[config.mk]
export PLATFORM = sky130hd
export DESIGN_NAME = bt656_tx_ctrl
export DESIGN_NICKNAME = d
export VERILOG_FILES = /design/src/rtl/bt656_tx_ctrl_pkg.sv /design/src/rtl/bt656_vedge.sv /design/src/rtl/bt656_tx_ctrl.sv
export SDC_FILE = /design/constraint.sdc
export NUM_CORES = 1
export LEC_CHECK = 0
export CORE_MARGIN = 4
export CORE_UTILIZATION = 59
export DETAILED_ROUTE_END_ITERATION = 12
export GPL_ROUTABILITY_DRIVEN = 0
export PLACE_DENSITY = 0.92
export SLEW_MARGIN = 25
export SYNTH_ARGS = -nofsm -noshare
export SYNTH_HDL_FRONTEND = slang
export SYNTH_SLANG_ARGS = --single-unit
export TNS_END_PERCENT = 5
[constraint.sdc]
create_clock -name i_SysClock -period 4.43 [get_ports i_SysClock]
set_input_delay 0.886 -clock i_SysClock [delete_from_list [all_inputs] [get_ports i_SysClock]]
set_output_delay 0.886 -clock i_SysClock [all_outputs]
set_load 0.005 [all_outputs]
[src/rtl/bt656_tx_ctrl_pkg.sv]
// Shared definitions for the bt656_tx run-time sequencer: state codes, config
// record and the standard timing presets also used by bt656_tx benches.
package bt656_tx_ctrl_pkg;

  localparam logic [2:0] ST_IDLE   = 3'd0;
  localparam logic [2:0] ST_LOAD   = 3'd1;
  localparam logic [2:0] ST_SETTLE = 3'd2;
  localparam logic [2:0] ST_ARM    = 3'd3;
  localparam logic [2:0] ST_RUN    = 3'd4;
  localparam logic [2:0] ST_STOP   = 3'd5;

  typedef struct packed {
    logic        interlace;
    logic        first_field;
    logic [15:0] first_line;
  } cfg_t;

  typedef struct packed {
    logic [11:0] h_active;
    logic [11:0] h_blank;
    logic [10:0] v_active;
    logic [10:0] v_blank;
    logic        interlace;
    logic        first_field;
    logic [15:0] first_line;
  } timing_t;

  localparam timing_t PRESET_PAL  = '{h_active: 12'd720,  h_blank: 12'd144,
                                      v_active: 11'd576,  v_blank: 11'd49,
                                      interlace: 1'b1, first_field: 1'b0,
                                      first_line: 16'd23};
  localparam timing_t PRESET_NTSC = '{h_active: 12'd720,  h_blank: 12'd138,
                                      v_active: 11'd487,  v_blank: 11'd38,
                                      interlace: 1'b1, first_field: 1'b1,
                                      first_line: 16'd20};
  localparam timing_t PRESET_720P = '{h_active: 12'd1280, h_blank: 12'd370,
                                      v_active: 11'd720,  v_blank: 11'd30,
                                      interlace: 1'b0, first_field: 1'b0,
                                      first_line: 16'd26};

endpackage

[src/rtl/bt656_vedge.sv]
// Registers the bt656_tx V output and emits registered rise/fall pulses.
module bt656_vedge (
  input  logic clk_i,
  input  logic rst_ni,
  input  logic v_i,
  output logic rise_o,
  output logic fall_o
);
  logic v_q, rise_q, fall_q;

  always_ff @(posedge clk_i or negedge rst_ni) begin
    if (!rst_ni) begin
      v_q    <= 1'b0;
      rise_q <= 1'b0;
      fall_q <= 1'b0;
    end else begin
      v_q    <= v_i;
      rise_q <= v_i & ~v_q;
      fall_q <= ~v_i & v_q;
    end
  end

  assign rise_o = rise_q;
  assign fall_o = fall_q;
endmodule

[src/rtl/bt656_tx_ctrl.sv]
// Run-time sequencer for bt656_tx: shadowed config applied only while the
// transmitter is disabled, frame-counted or continuous runs, V-edge watchdog.
module bt656_tx_ctrl
  import bt656_tx_ctrl_pkg::*;
#(
  parameter int SETTLE_CYCLES  = 16,
  parameter int TIMEOUT_CYCLES = 1200000,
  parameter int FRAME_W        = 16
) (
  input  logic               i_SysClock,
  input  logic               i_ResetN,
  input  logic               i_Start,
  input  logic               i_Stop,
  input  logic [FRAME_W-1:0] i_FrameCount,
  input  logic               i_CfgLoad,
  input  logic               i_CfgInterlace,
  input  logic               i_CfgFirstField,
  input  logic [15:0]        i_CfgFirstLine,
  input  logic               i_Vsignal,
  output logic               o_TxValid,
  output logic               o_InterlaceMode,
  output logic               o_FirstField,
  output logic [15:0]        o_FirstLine,
  output logic               o_Busy,
  output logic               o_Done,
  output logic [FRAME_W-1:0] o_FramesSent,
  output logic               o_Error
);
  localparam int SET_W = $clog2(SETTLE_CYCLES + 1);
  localparam int TO_W  = $clog2(TIMEOUT_CYCLES + 1);
  localparam logic [SET_W-1:0] SETTLE_LAST = SET_W'(SETTLE_CYCLES - 1);
  localparam logic [TO_W-1:0]  TO_LAST     = TO_W'(TIMEOUT_CYCLES - 1);

  logic [2:0]         state_q, state_d;
  cfg_t               shadow_q, shadow_d, cfg_q, cfg_d;
  logic [FRAME_W-1:0] tgt_q, tgt_d, frames_q, frames_d, frames_inc;
  logic               txv_q, txv_d, done_q, done_d, err_q, err_d;
  logic               reload_q, reload_d, stop_q, stop_d, field_q, field_d;
  logic [SET_W-1:0]   settle_q, settle_d;
  logic [TO_W-1:0]    wd_q, wd_d;
  logic               vrise, vfall, live, frame_end, target_hit, wd_fire;

  bt656_vedge u_vedge (
    .clk_i  (i_SysClock),
    .rst_ni (i_ResetN),
    .v_i    (i_Vsignal),
    .rise_o (vrise),
    .fall_o (vfall)
  );

  always_comb begin
    live       = (state_q == ST_ARM) || (state_q == ST_RUN);
    frames_inc = (&frames_q) ? frames_q : frames_q + 1'b1;
    // In interlace mode a frame ends on the second field's V rise.
    frame_end  = (state_q == ST_RUN) && vrise && (!cfg_q.interlace || field_q);
    target_hit = (tgt_q != '0) && (frames_inc == tgt_q);
    wd_fire    = live && !(vrise || vfall) && (wd_q == TO_LAST);
    wd_d       = (live && !(vrise || vfall)) ? wd_q + 1'b1 : '0;
  end

  always_comb begin
    state_d  = state_q;
    cfg_d    = cfg_q;
    tgt_d    = tgt_q;
    frames_d = frames_q;
    txv_d    = txv_q;
    err_d    = err_q;
    reload_d = reload_q;
    stop_d   = stop_q;
    field_d  = field_q;
    settle_d = settle_q;
    shadow_d = shadow_q;
    if (i_CfgLoad) begin
      shadow_d = '{interlace: i_CfgInterlace, first_field: i_CfgFirstField,
                   first_line: i_CfgFirstLine};
    end
    case (state_q)
      ST_IDLE: begin
        txv_d = 1'b0;
        if (i_Start) begin
          state_d  = ST_LOAD;
          tgt_d    = i_FrameCount;
          frames_d = '0;
          err_d    = 1'b0;
        end
      end
      ST_LOAD: begin
        cfg_d    = shadow_q;
        reload_d = 1'b0;
        settle_d = '0;
        state_d  = i_Stop ? ST_STOP : ST_SETTLE;
      end
      ST_SETTLE: begin
        if (i_Stop) begin
          state_d = ST_STOP;
        end else if (settle_q == SETTLE_LAST) begin
          state_d = ST_ARM;
          txv_d   = 1'b1;
        end else begin
          settle_d = settle_q + 1'b1;
        end
      end
      ST_ARM: begin
        if (i_Stop) begin
          state_d = ST_STOP;
          txv_d   = 1'b0;
        end else if (vfall) begin
          state_d = ST_RUN;
          field_d = 1'b0;
        end
      end
      ST_RUN: begin
        if (i_Stop)                     stop_d   = 1'b1;
        if (i_CfgLoad)                  reload_d = 1'b1;
        if (vrise && cfg_q.interlace)   field_d  = ~field_q;
        if (frame_end) begin
          frames_d = frames_inc;
          if (stop_q || target_hit) begin
            state_d  = ST_STOP;
            txv_d    = 1'b0;
            reload_d = 1'b0;
            stop_d   = 1'b0;
          end else if (reload_q) begin
            state_d = ST_LOAD;
            txv_d   = 1'b0;
          end
        end
      end
      ST_STOP: begin
        txv_d   = 1'b0;
        stop_d  = 1'b0;
        state_d = ST_IDLE;
      end
      default: begin
        txv_d   = 1'b0;
        state_d = ST_IDLE;
      end
    endcase
    if (wd_fire) begin
      err_d    = 1'b1;
      txv_d    = 1'b0;
      stop_d   = 1'b0;
      reload_d = 1'b0;
      state_d  = ST_IDLE;
    end
    done_d = (state_d == ST_STOP);
  end

  always_ff @(posedge i_SysClock or negedge i_ResetN) begin
    if (!i_ResetN) begin
      state_q  <= ST_IDLE;
      shadow_q <= '0;
      cfg_q    <= '0;
      tgt_q    <= '0;
      frames_q <= '0;
      txv_q    <= 1'b0;
      done_q   <= 1'b0;
      err_q    <= 1'b0;
      reload_q <= 1'b0;
      stop_q   <= 1'b0;
      field_q  <= 1'b0;
      settle_q <= '0;
      wd_q     <= '0;
    end else begin
      state_q  <= state_d;
      shadow_q <= shadow_d;
      cfg_q    <= cfg_d;
      tgt_q    <= tgt_d;
      frames_q <= frames_d;
      txv_q    <= txv_d;
      done_q   <= done_d;
      err_q    <= err_d;
      reload_q <= reload_d;
      stop_q   <= stop_d;
      field_q  <= field_d;
      settle_q <= settle_d;
      wd_q     <= wd_d;
    end
  end

  assign o_TxValid       = txv_q;
  assign o_InterlaceMode = cfg_q.interlace;
  assign o_FirstField    = cfg_q.first_field;
  assign o_FirstLine     = cfg_q.first_line;
  assign o_Busy          = (state_q != ST_IDLE);
  assign o_Done          = done_q;
  assign o_FramesSent    = frames_q;
  assign o_Error         = err_q;
endmodule

==> metrics, run 1 <==
Congestion Overflow GR=0; Worst Path Required=4.70 ns; fmax=300.5 MHz; startpoint types=flip-flop; initial antenna violation count=0; commonest non-fill, non-tap cell in the layout=dfrtp_1; DR WL/cell=19.07 um; unrepaired setup endpoints after global routing=no; worst r2r src=o_FramesSent[0]; clk_lat worst skew=0.38 ns; Max-slew headroom=37.42%; final number of setup-violating endpoints=0; flops & latches, synth=106; period utilisation layout=75.11%; Final WS setup=1.103 ns; starting density of the core=61.27%; hpwl dp=9.524 mm; Synth Area per Inst=9.827 um^2; Filler cells=579; Layout Nets=653; core area=0.008806 mm^2; hold crit path type=reg2reg; H-tree levels=3; clock tree buffer depth=2; R2R cell count=9; crit path kind=reg2reg; Post-route DRC=0; actual slew at the worst max-slew pin=0.9358 ns; die height=103.6 um; critical path peak fanout=11; min Tclk post-route=3.327 ns; die width=103.6 um; setup TNS=0 ns; commonest cells after routing, fill and taps aside=dfrtp_1, nand2_1, clkdlybuf4s50_1; top cells by area, synth=dfrtp_1, mux2_2, nand2_1, nor2_1, xnor2_1; worst vdd ir=252.8 uV; Ys Warns=0; synthesized cell area=0.005395 mm^2; Antenna Nets Post-Route=0; # clock sinks=106; # Post-CTS Setup Buffers=0; layout cells sized above 1=10.42%; antenna cells=0; crit path capture=o_Done; Leak Pwr=2.684 nW; total length of routed wires=13.77 mm; cts bufs inserted=9; reg2reg setup slack=1.10 ns; pre-CTS setup slack=1.233 ns; Total GRT Usage=25.91%; vias in the first global route=4584; Setup crit end kind=flip-flop; Setup Skew=0.02079 ns; DR vias/cell=6.331; area delta synth->final=18.37%; Slew Limit Fails=0; asr flop ratio synth=100.0%; DR vias=4571; Gates resized, CTS repair=0; Mapped Nets=593; first-pass GRT wire length=22.70 mm; number of cell rows=34; Root Buffer=clkbuf_8; largest net degree at the start of global routing=79; CTS tree=done; Post-synth EDFFs=0; I/O Buffers=77; top cell type's share of synthesized area=49.17%; Initial DRT Pass Iterations=5; Top Ports=78; clock slew at reported path FFs=0.11 ns; Cell Pwr Density=507.5 mW/mm^2; Reg-to-Reg End=o_Done; Seq/Total Area, Yosys=49.17%; die area=0.01074 mm^2; biggest area consumer among synthesized cells=dfrtp_1; Cells after Synth=549; max-cap violation count=0; Post-CTS Hold Buffers=0; Iter 0 DRT Violations=349; Top FF cell, synth=dfrtp_1; Worst setup startpoint=o_FramesSent[0]; Arr. time, crit path=3.60 ns; final hold vios=0; status=completed; post-synthesis cell type count=61
## worst max-delay path, stage by stage (launching register included)
cell      delay (ns)
dfrtp_1         0.50
ha_1            0.30
nand3_1         0.38
nor4_2          0.68
nor4_1          0.13
o211a_1         0.23
o32ai_1         0.42
o41ai_4         0.16
o31a_1          0.27
a21boi_2        0.15
## routing by layer
layer  wire length (um)  vias up  GRT usage [%]
li1                   -     2062              -
met1               5275     2182          31.96
met2               6890      266          43.18
met3               1075       61          5.535
met4                528        0          13.20
met5                  0        -              0
## synthesized netlist by cell type (4+ instances only)
master and count:
ha_1 4, a21o_1 6, buf_2 10, nand2b_1 4, xor2_1 17, nand2_1 80
nor4_1 15, nor2b_1 8, inv_1 10, o31a_1 4, clkbuf_1 18, nand4_1 7
nor3_1 7, or3_1 6, a311oi_1 5, and3_1 11, nor2_1 48, xnor2_1 17
a21oi_1 25, nand3_1 27, dfrtp_1 106, o21ai_0 19, mux2_2 36
## final cells by class
cell class	instances	area (um^2)	share of cell area (%)
Sequential cell	106	2653	41.54
Multi-Input combinational cell	402	2572	40.28
Timing Repair Buffer	80	794.5	12.44
Tap cell	108	135.1	2.116
Clock buffer	9	123.9	1.940
Clock inverter	7	70.07	1.097
Inverter	10	37.54	0.5878
## cells by family after synthesis
group,Yosys count,share of synthesized area (%)
simple gates,232,20.92
flops,106,49.17
mux,37,7.699
buf+inv,41,3.154
xor+xnor,36,6.354
fa+ha+maj,4,0.9277
compound gates,93,11.78
## state kept, by name, indices dropped and copies added (netlist names), 3 cells and up
signal	count
o_FramesSent	16
settle_q	5
shadow_q	18
tgt_q	16
o_FirstLine	16
state_q	3
wd_q	21
## where the power goes
| part | leakage (nW) | switching [mW] | total, mW | internal (mW) |
|---|---|---|---|---|
| Clock | 0.100 | 0.375 | 0.596 | 0.221 |
| Sequential | 1.36 | 0.283 | 1.48 | 1.20 |
| Combinational | 1.22 | 0.548 | 1.17 | 0.617 |
## metrics by stage
stage / hold slack, ns / cell area (um^2) / total power, mW / utilization [%] / instances
floorplan: 0.3946 / 5395 / 2.119 / - / 549
CTS: 0.4085 / 6382 / 3.231 / 72.48 / 722
finish: 0.4019 / 6386 / 3.241 / 72.52 / 722
global route: 0.4326 / 6386 / 3.413 / 72.52 / 722
detailed placement: 0.4016 / 6188 / 2.630 / 70.28 / 706
global placement: 0.4018 / 6188 / 2.560 / 70.28 / 706
## how the worst min path moves through the flow
stage,from,to,slack (ns),depth (start not counted)
final,u_vedge.v_q,u_vedge.rise_o,0.40,1
after global routing,u_vedge.v_q,u_vedge.rise_o,0.43,1
after CTS,u_vedge.v_q,u_vedge.rise_o,0.41,1
after detailed placement,u_vedge.v_q,u_vedge.rise_o,0.40,1
after global placement,u_vedge.v_q,u_vedge.rise_o,0.40,1
after floorplan,u_vedge.v_q,u_vedge.rise_o,0.39,1
Note: power is estimated with default switching activity, not from simulation.
==> run 2, diff against run 1 <==
--- a/config.mk
+++ b/config.mk
@@ -6,10 +6,10 @@
 export NUM_CORES = 1
 export LEC_CHECK = 0
 export CORE_MARGIN = 4
-export CORE_UTILIZATION = 59
+export CORE_UTILIZATION = 49
 export DETAILED_ROUTE_END_ITERATION = 12
 export GPL_ROUTABILITY_DRIVEN = 0
-export PLACE_DENSITY = 0.92
+export PLACE_DENSITY = 0.82
 export SLEW_MARGIN = 25
 export SYNTH_ARGS = -nofsm -noshare
 export SYNTH_HDL_FRONTEND = slang
==> constraint.sdc (replaced) <==
create_clock -name i_SysClock -period 3 [get_ports i_SysClock]
set_input_delay 0.6 -clock i_SysClock [delete_from_list [all_inputs] [get_ports i_SysClock]]
set_output_delay 0.6 -clock i_SysClock [all_outputs]
set_load 0.005 [all_outputs]
==> run 2 against run 1 <==
Compared with the run above: clock-buffer cell count up 3; maximum frequency up 17%; worst setup slack worse by 0.95 ns; clock power up 62%; largest cell class unchanged; critical endpoint unchanged; global-route usage down 4.6 points; critical path type unchanged; first-iteration DRC count down 20%; total power up 50%; hold slack worse by 0.17 ns; largest power group unchanged; highest routed layer unchanged.
==> metrics, run 2 (synthesis gave the netlist of run 1 again) <==
status=completed; hold crit path type=in2async; H-tree levels=3; I/O Buffers=77; CTS tree=done; area delta synth->final=23.56%; Pint=3.225 mW; Top Ports=78; switching share of power=33.72%; die area=0.01275 mm^2; hpwl dp=9.643 mm; total length of routed wires=13.04 mm; number of cell rows=38; Reg with most FFs=wd_q; antenna cells=0; die width=112.9 um; layout cells sized above 1=14.55%; initial antenna violation count=0; commonest non-fill, non-tap cell in the layout=dfrtp_1; Cell Pwr Density=729.8 mW/mm^2; DR vias=4512; max-cap violation count=0; clk_lat worst skew=0.38 ns; Congestion Overflow GR=0; Clk network pwr share=19.8%; logic gate share of total power=36.8%; vias in the first global route=4558; Post-CTS Hold Buffers=0; startpoint types=flip-flop; Worst Path Required=3.32 ns; Max-slew headroom=38.34%; Initial DRT Pass Iterations=6; period utilisation layout=94.78%; die height=112.9 um; Layout Nets=678; R2R cell count=8; Setup crit end kind=flip-flop; actual slew at the worst max-slew pin=0.9220 ns; final number of setup-violating endpoints=0; # clock sinks=106; Cell Count, Final, Fillers Out=779; critical path peak fanout=6; Arr. time, crit path=3.16 ns; area taken by multi-input logic gates=0.002586 mm^2; Slew Limit Fails=0; DR vias/cell=5.792; min Tclk post-route=2.843 ns; Filler cells=874; Iter 0 DRT Violations=278; Tot Pwr=4.865 mW; reg2reg setup slack=0.16 ns; fmax=351.7 MHz; Root Buffer=clkbuf_8; commonest cells after routing, fill and taps aside=dfrtp_1, nand2_1, clkdlybuf4s50_1; first-pass GRT wire length=21.90 mm; max reg flops=21; starting density of the core=49.99%; clock tree buffer depth=2; register area=0.002656 mm^2; sequential share of power=43.4%; Min Hold Slack=0.2284 ns; cts bufs inserted=9; Post-Place Cells=762; setup TNS=0 ns; Total GRT Usage=21.29%; largest net degree at the start of global routing=50; Post-route DRC=0; final hold vios=0; clock slew at reported path FFs=0.10 ns; worst vdd ir=434.4 uV; Psw=1.640 mW; core area=0.01079 mm^2; Leak Pwr=2.814 nW; Setup Skew=0.008415 ns; Largest regs=wd_q (21), shadow_q (18); DR WL/cell=16.74 um; Antenna Nets Post-Route=0; crit path kind=reg2reg
## run 2: cell types whose count changed in the layout (fill, tap and decap cells not counted), moves of 2 or more
cell / delta
buf_4: +25
clkinvlp_4: +2
dfrtp_2: +3
inv_8: -2
bufinv_16: +2
dfrtp_1: -3
clkbuf_1: +2
clkinv_4: -2
## run 2: stage by stage
step | cell area [um^2] | utilization, % | worst slack [ns]
floorplan | 5395 | - | 0.2989
global placement | 6421 | 59.49 | 0.2786
detailed placement | 6421 | 59.49 | 0.1888
CTS | 6641 | 61.53 | 0.1583
global route | 6666 | 61.77 | -0.01340
finish | 6666 | 61.77 | 0.1565
## run 2: critical path, cell delays in order (launching register included)
cell       delay (ns)
dfrtp_1          0.51
nand3_2          0.19
or4_1            0.57
a2111oi_1        0.40
o21a_1           0.16
o32ai_1          0.11
o41ai_4          0.48
o31a_1           0.20
a21boi_2         0.17
## run 2: final cells by class
| class | instances | area share, % |
|---|---|---|
| multi-input combinational | 402 | 38.80 |
| clock inverter | 4 | 1.126 |
| sequential | 106 | 39.85 |
| tap | 140 | 2.628 |
| timing repair buffer | 105 | 14.86 |
| inverter | 10 | 0.5631 |
| clock buffer | 12 | 2.177 |
## run 2: per-layer routing
| metal | wire, um | share of wire [%] | global-route usage (%) |
|---|---|---|---|
| met3 | 831 | 6.4 | 5.401 |
| met5 | 0 | 0 | 0 |
| met1 | 5283 | 41 | 26.11 |
| met2 | 6565 | 50 | 35.82 |
| met4 | 357 | 2.7 | 8.974 |
## run 2: repair_timing
action,in CTS,in global routing
gates resized for setup,0,7
setup buffers,0,1
setup endpoints to repair,0,6
## run 2: power by group through the flow
stage	Sequential [mW]	Clock, mW	Combinational [mW]
floorplan	2.03	0	1.10
global placement	2.11	0	1.73
detailed placement	2.13	0	1.78
CTS	2.10	0.990	1.79
global route	2.17	1.06	1.97
finish	2.11	0.964	1.79
## run 2: worst paths after layout
path	startpoint	to
max	o_FramesSent[6]	o_Done
min	i_ResetN	shadow_q[6]
max reg2reg	o_FramesSent[6]	o_Done
min reg2reg	u_vedge.v_q	u_vedge.rise_o
max in group asynchronous	i_ResetN	tgt_q[5]
min in group i_SysClock	u_vedge.v_q	u_vedge.rise_o
==> edit 1, RTL diff (config.mk and constraints of run 2) <==
Change the parameter `FRAME_W` from 16 to 24.
--- a/src/rtl/bt656_tx_ctrl.sv
+++ b/src/rtl/bt656_tx_ctrl.sv
@@ -7,3 +7,3 @@
   parameter int TIMEOUT_CYCLES = 1200000,
-  parameter int FRAME_W        = 16
+  parameter int FRAME_W        = 24
 ) (
Ports: changed (resized i_FrameCount and o_FramesSent); port bits go from 78 to 94. No check against the original RTL was run, so the function may have changed too.
==> edit 1 against run 2 <==
Core utilization up 4.4 points; via count grew 35%; setup slack got worse by 0.082 ns; area after synthesis rose by 24%; power rose by 35%; count of clock-buffer cells in the layout grew 8; cell area increased by 33%; sequential cell count up 16; routed wire length rose by 38%; critical path type unchanged; critical endpoint is now reload_q; largest power group unchanged; highest routed layer unchanged.
==> edit 1: results (changes against run 2) <==
| Metric | Value |
|---|---|
| Worst-path maximum fanout | `9 (+3)` |
| Number of buffers created by CTS | `17 (+8)` |
| Number of nets in the final layout | `888 (+31%)` |
| I/O Buffers | `93 (+21%)` |
| Synth cell count leaders | `122 x sky130_fd_sc_hd__dfrtp_1, 111 x sky130_fd_sc_hd__nand2_1, 50 x sky130_fd_sc_hd__nor2_1, 36 x sky130_fd_sc_hd__mux2_2, 35 x sky130_fd_sc_hd__nand3_1` |
| Leak pwr | `3.746 nW (+33%)` |
| Setup slack of the most critical reg-to-reg path | `0.08 ns (-0.08 ns)` |
| Max-Slew Margin vs Limit | `0.4545 (+0.07110)` |
| Number of detailed-route iterations in the first pass | `8 (+2)` |
| Distinct cell type count after synthesis | `67 (+9.8%)` |
| Setup Fix Bufs, Post-CTS | `1 (+1)` |
| Number of gates resized after cts | `12 (+12)` |
| Critical Path Max Stage Delay | `0.39 ns (-0.18 ns)` |
| Number of H-tree branching levels | `4 (+1)` |
| Wire length of the first global-routing pass | `29750 um (+36%)` |
| Post-Route Skew | `0.008130 ns (-0.0002850 ns)` |
| RR Startpoint | `o_FramesSent[0]` |
| Worst r2r path cells | `10 (+2)` |
| Leading cell types by total area after synthesis | `sky130_fd_sc_hd__dfrtp_1 46%, sky130_fd_sc_hd__nand2_1 6.2%, sky130_fd_sc_hd__mux2_2 6.0%` |
| Sequential element share of the synthesized area | `0.4552 (-0.03643)` |
| Placed instance count | `991 (+30%)` |
| Via/cell ratio | `5.946 (+2.7%)` |
| Root Buffer Master | `sky130_fd_sc_hd__clkbuf_16` |
| CTS Buffer Depth | `2 (unchanged)` |
| Vias in the first global route | `6136 (+35%)` |
| Place WS | `-0.08354 ns (-0.2723 ns)` |
| Global Route Usage Sum | `0.2350 (+0.02214)` |
| Maximum number of pins on one net before global-route repair | `64 (+28%)` |
| DRC violation total after the first TritonRoute iteration | `654 (+140%)` |
| Combinational power share | `0.323 (-0.045)` |
| Synthesized netlist net count | `761 (+28%)` |
| Slowest stage cell, crit path | `sky130_fd_sc_hd__dfrtp_1` |
| Detail Placement HPWL | `12870 um (+33%)` |
| Comb group | `2.12 mW (+18%)` |
| Seq. pwr | `2.49 mW (+18%)` |
| Peak supply drop | `0.0005694 V (+31%)` |
| Worst-skew pair later-pin latency | `0.42 ns (+0.04 ns)` |
| Fraction of power spent switching nets | `0.3347 (-0.002414)` |
| Run status | `finished clean` |
edit 1: cell types whose count changed after synthesis, sizes merged, moves of 8 or more:
cell / change
clkbuf: +14
dfrtp: +16
nand2: +31
nand4: +11
o21ai: +8
edit 1: per-stage QoR:
step                      utilization  setup TNS, ns
final                          0.6619              0
after global routing           0.6619        -0.1415
after CTS                      0.6561              0
after detailed placement       0.6078        -0.2725
after global placement         0.6078              0
after floorplan                     -              0
edit 1: cell families (layout without fill, tap and decap cells):
family,count (synthesis),after routing,synth area share
buf+inv,58,198,0.03582
compound gates,128,128,0.1284
xor+xnor,43,43,0.06474
simple gates,311,311,0.2375
mux,43,43,0.07090
fa+ha+maj,4,4,0.007463
flops,122,122,0.4552
edit 1: per-layer routing:
layer  GRT usage  wire [um]  vias up
met5           0          0        -
met4     0.09821        518        0
met3     0.06738       1487       61
met2      0.4008       9036      288
met1      0.2794       6997     2932
li1            -          -     2814
edit 1: layout make-up:
class / count / area (um2) / share of cell area
clock buffers: 20 / 456.7 / 0.05169
clock inverters: 12 / 115.1 / 0.01303
well taps: 176 / 220.2 / 0.02493
flip-flops and latches: 122 / 3057 / 0.3460
inverters: 14 / 52.55 / 0.005948
repair buffers: 152 / 1388 / 0.1571
multi-input cells: 529 / 3546 / 0.4014
edit 1: how the worst max path moves through the flow:
stage,startpoint,end,slack (ns),cells past startpoint
2_1_floorplan,o_FramesSent[0],reload_q,0.03,12
3_3_place_gp,o_FramesSent[0],reload_q,0.02,11
3_5_place_dp,o_FramesSent[0],reload_q,-0.08,13
4_1_cts,o_FramesSent[0],state_q[0],0.001,10
5_1_grt,o_FramesSent[0],stop_q,-0.05,13
6_report,o_FramesSent[0],reload_q,0.08,10
==> edit 2, RTL diff (settings of run 2) <==
Without the edit above. Remove the register `done_q`: a continuous assignment takes its place, so the output `o_Done` follows one clock earlier.
--- a/src/rtl/bt656_tx_ctrl.sv
+++ b/src/rtl/bt656_tx_ctrl.sv
@@ -156,3 +156,2 @@
       txv_q    <= 1'b0;
-      done_q   <= 1'b0;
       err_q    <= 1'b0;
@@ -170,3 +169,2 @@
       txv_q    <= txv_d;
-      done_q   <= done_d;
       err_q    <= err_d;
@@ -179,2 +177,4 @@
   end
+
+  assign done_q = done_d;
 
Function: changed (a bounded check fails within 4 cycles, from zero or initial values and one cycle with i_ResetN low).
==> edit 2 against run 2 <==
Global-route usage grew 2.6 points; routed wire length grew 18%; area after synthesis shrank 0.46%; cell area grew 10%; combinational power grew 23%; power grew 8.6%; sequential share of layout area shrank 4.1 points; sequential cell count shrank 1; critical path type is now flop to primary output; die area shrank 0.43%; highest routed layer unchanged; setup slack lost 0.95 ns; cell count grew 6.9%; the flow now finishes with violations (negative setup slack); worst hold slack lost 0.0045 ns.
==> edit 2: results (changes against run 2) <==
| Metric | Value |
|---|---|
| Run status | `finished with violations` |
| Violations in the final reports | `negative setup slack` |
| Peak supply drop | `0.0004081 V (-6.1%)` |
| Global-route track usage on met3 | `0.05714 (+0.003132)` |
| Amount of wire on met3 after detailed routing | `1250 um (+50%)` |
| Post-Route Skew | `0.01178 ns (+0.003361 ns)` |
| Sequential Area | `2633 um2 (-0.90%)` |
| Leading cell types by total area after synthesis | `sky130_fd_sc_hd__dfrtp_1 49%, sky130_fd_sc_hd__mux2_2 7.5%, sky130_fd_sc_hd__nand2_1 5.6%` |
| Detail Placement HPWL | `10760 um (+12%)` |
| Clock buf/inv share | `0.03077 (-0.002266)` |
| Critical Path Max Stage Delay | `0.39 ns (-0.18 ns)` |
| WL/cell | `18.52 um (+11%)` |
| Layout clock buffer count | `10 (-2)` |
| GR met1 Demand/Resource | `0.2963 (+0.03524)` |
| Slowest stage cell, crit path | `sky130_fd_sc_hd__dfrtp_2` |
| Max-Slew Margin vs Limit | `0.3826 (-0.0008530)` |
| Setup Fix Bufs, Post-CTS | `6 (+6)` |
| Wl on met1 | `5799 um (+9.8%)` |
| Maximum number of pins on one net before global-route repair | `46 (-8.0%)` |
| Final setup vio count | `1 (+1)` |
| Number of detailed-route iterations in the first pass | `5 (-1)` |
| Setup ws final | `-0.7909 ns (-0.9474 ns)` |
| DR WL met2 | `7746 um (+18%)` |
| Adder-cell area share of the yosys netlist | `0.009320 (+0.00004323)` |
| Number of sequential storage elements | `105 (-0.94%)` |
| Leak pwr | `3.211 nW (+14%)` |
| Share of cells above drive strength 1 | `0.2611 (+0.1156)` |
| Wire length of the first global-routing pass | `24950 um (+14%)` |
| Vias in the first global route | `5198 (+14%)` |
| Number of gates resized after cts | `19 (+19)` |
| Total via count after detailed routing | `4931 (+9.3%)` |
| Area fraction in compound gates after synthesis | `0.1184 (+0.0005490)` |
| Avg Inst Size Synth | `9.800 um2 (-0.28%)` |
[edit 2: worst paths after layout]
kind	from	end	slack, ns	depth (start not counted)
setup / recovery	o_FramesSent[1]	o_Done	-0.79	12
hold / removal	i_ResetN	o_FramesSent[9]	0.22	1
setup reg to reg	o_FramesSent[1]	o_TxValid	0.18	12
hold reg to reg	u_vedge.v_q	u_vedge.rise_o	0.42	1
max in group asynchronous	i_ResetN	o_FirstLine[11]	2.04	2
min in group i_SysClock	u_vedge.v_q	u_vedge.rise_o	0.42	1
[edit 2: power by group]
group | internal (mW) | total [mW] | switching [mW]
sequential | 1.75 | 2.09 | 0.338
combinational | 1.19 | 2.20 | 1.01
clock | 0.483 | 0.991 | 0.508
total | 3.43 | 5.28 | 1.86
[edit 2: through the flow]
step | area (um2) | power [mW]
floorplan | 5508 | 3.143
global placement | 6855 | 4.031
detailed placement | 6855 | 4.111
CTS | 7201 | 5.156
global route | 7361 | 5.604
finish | 7361 | 5.284
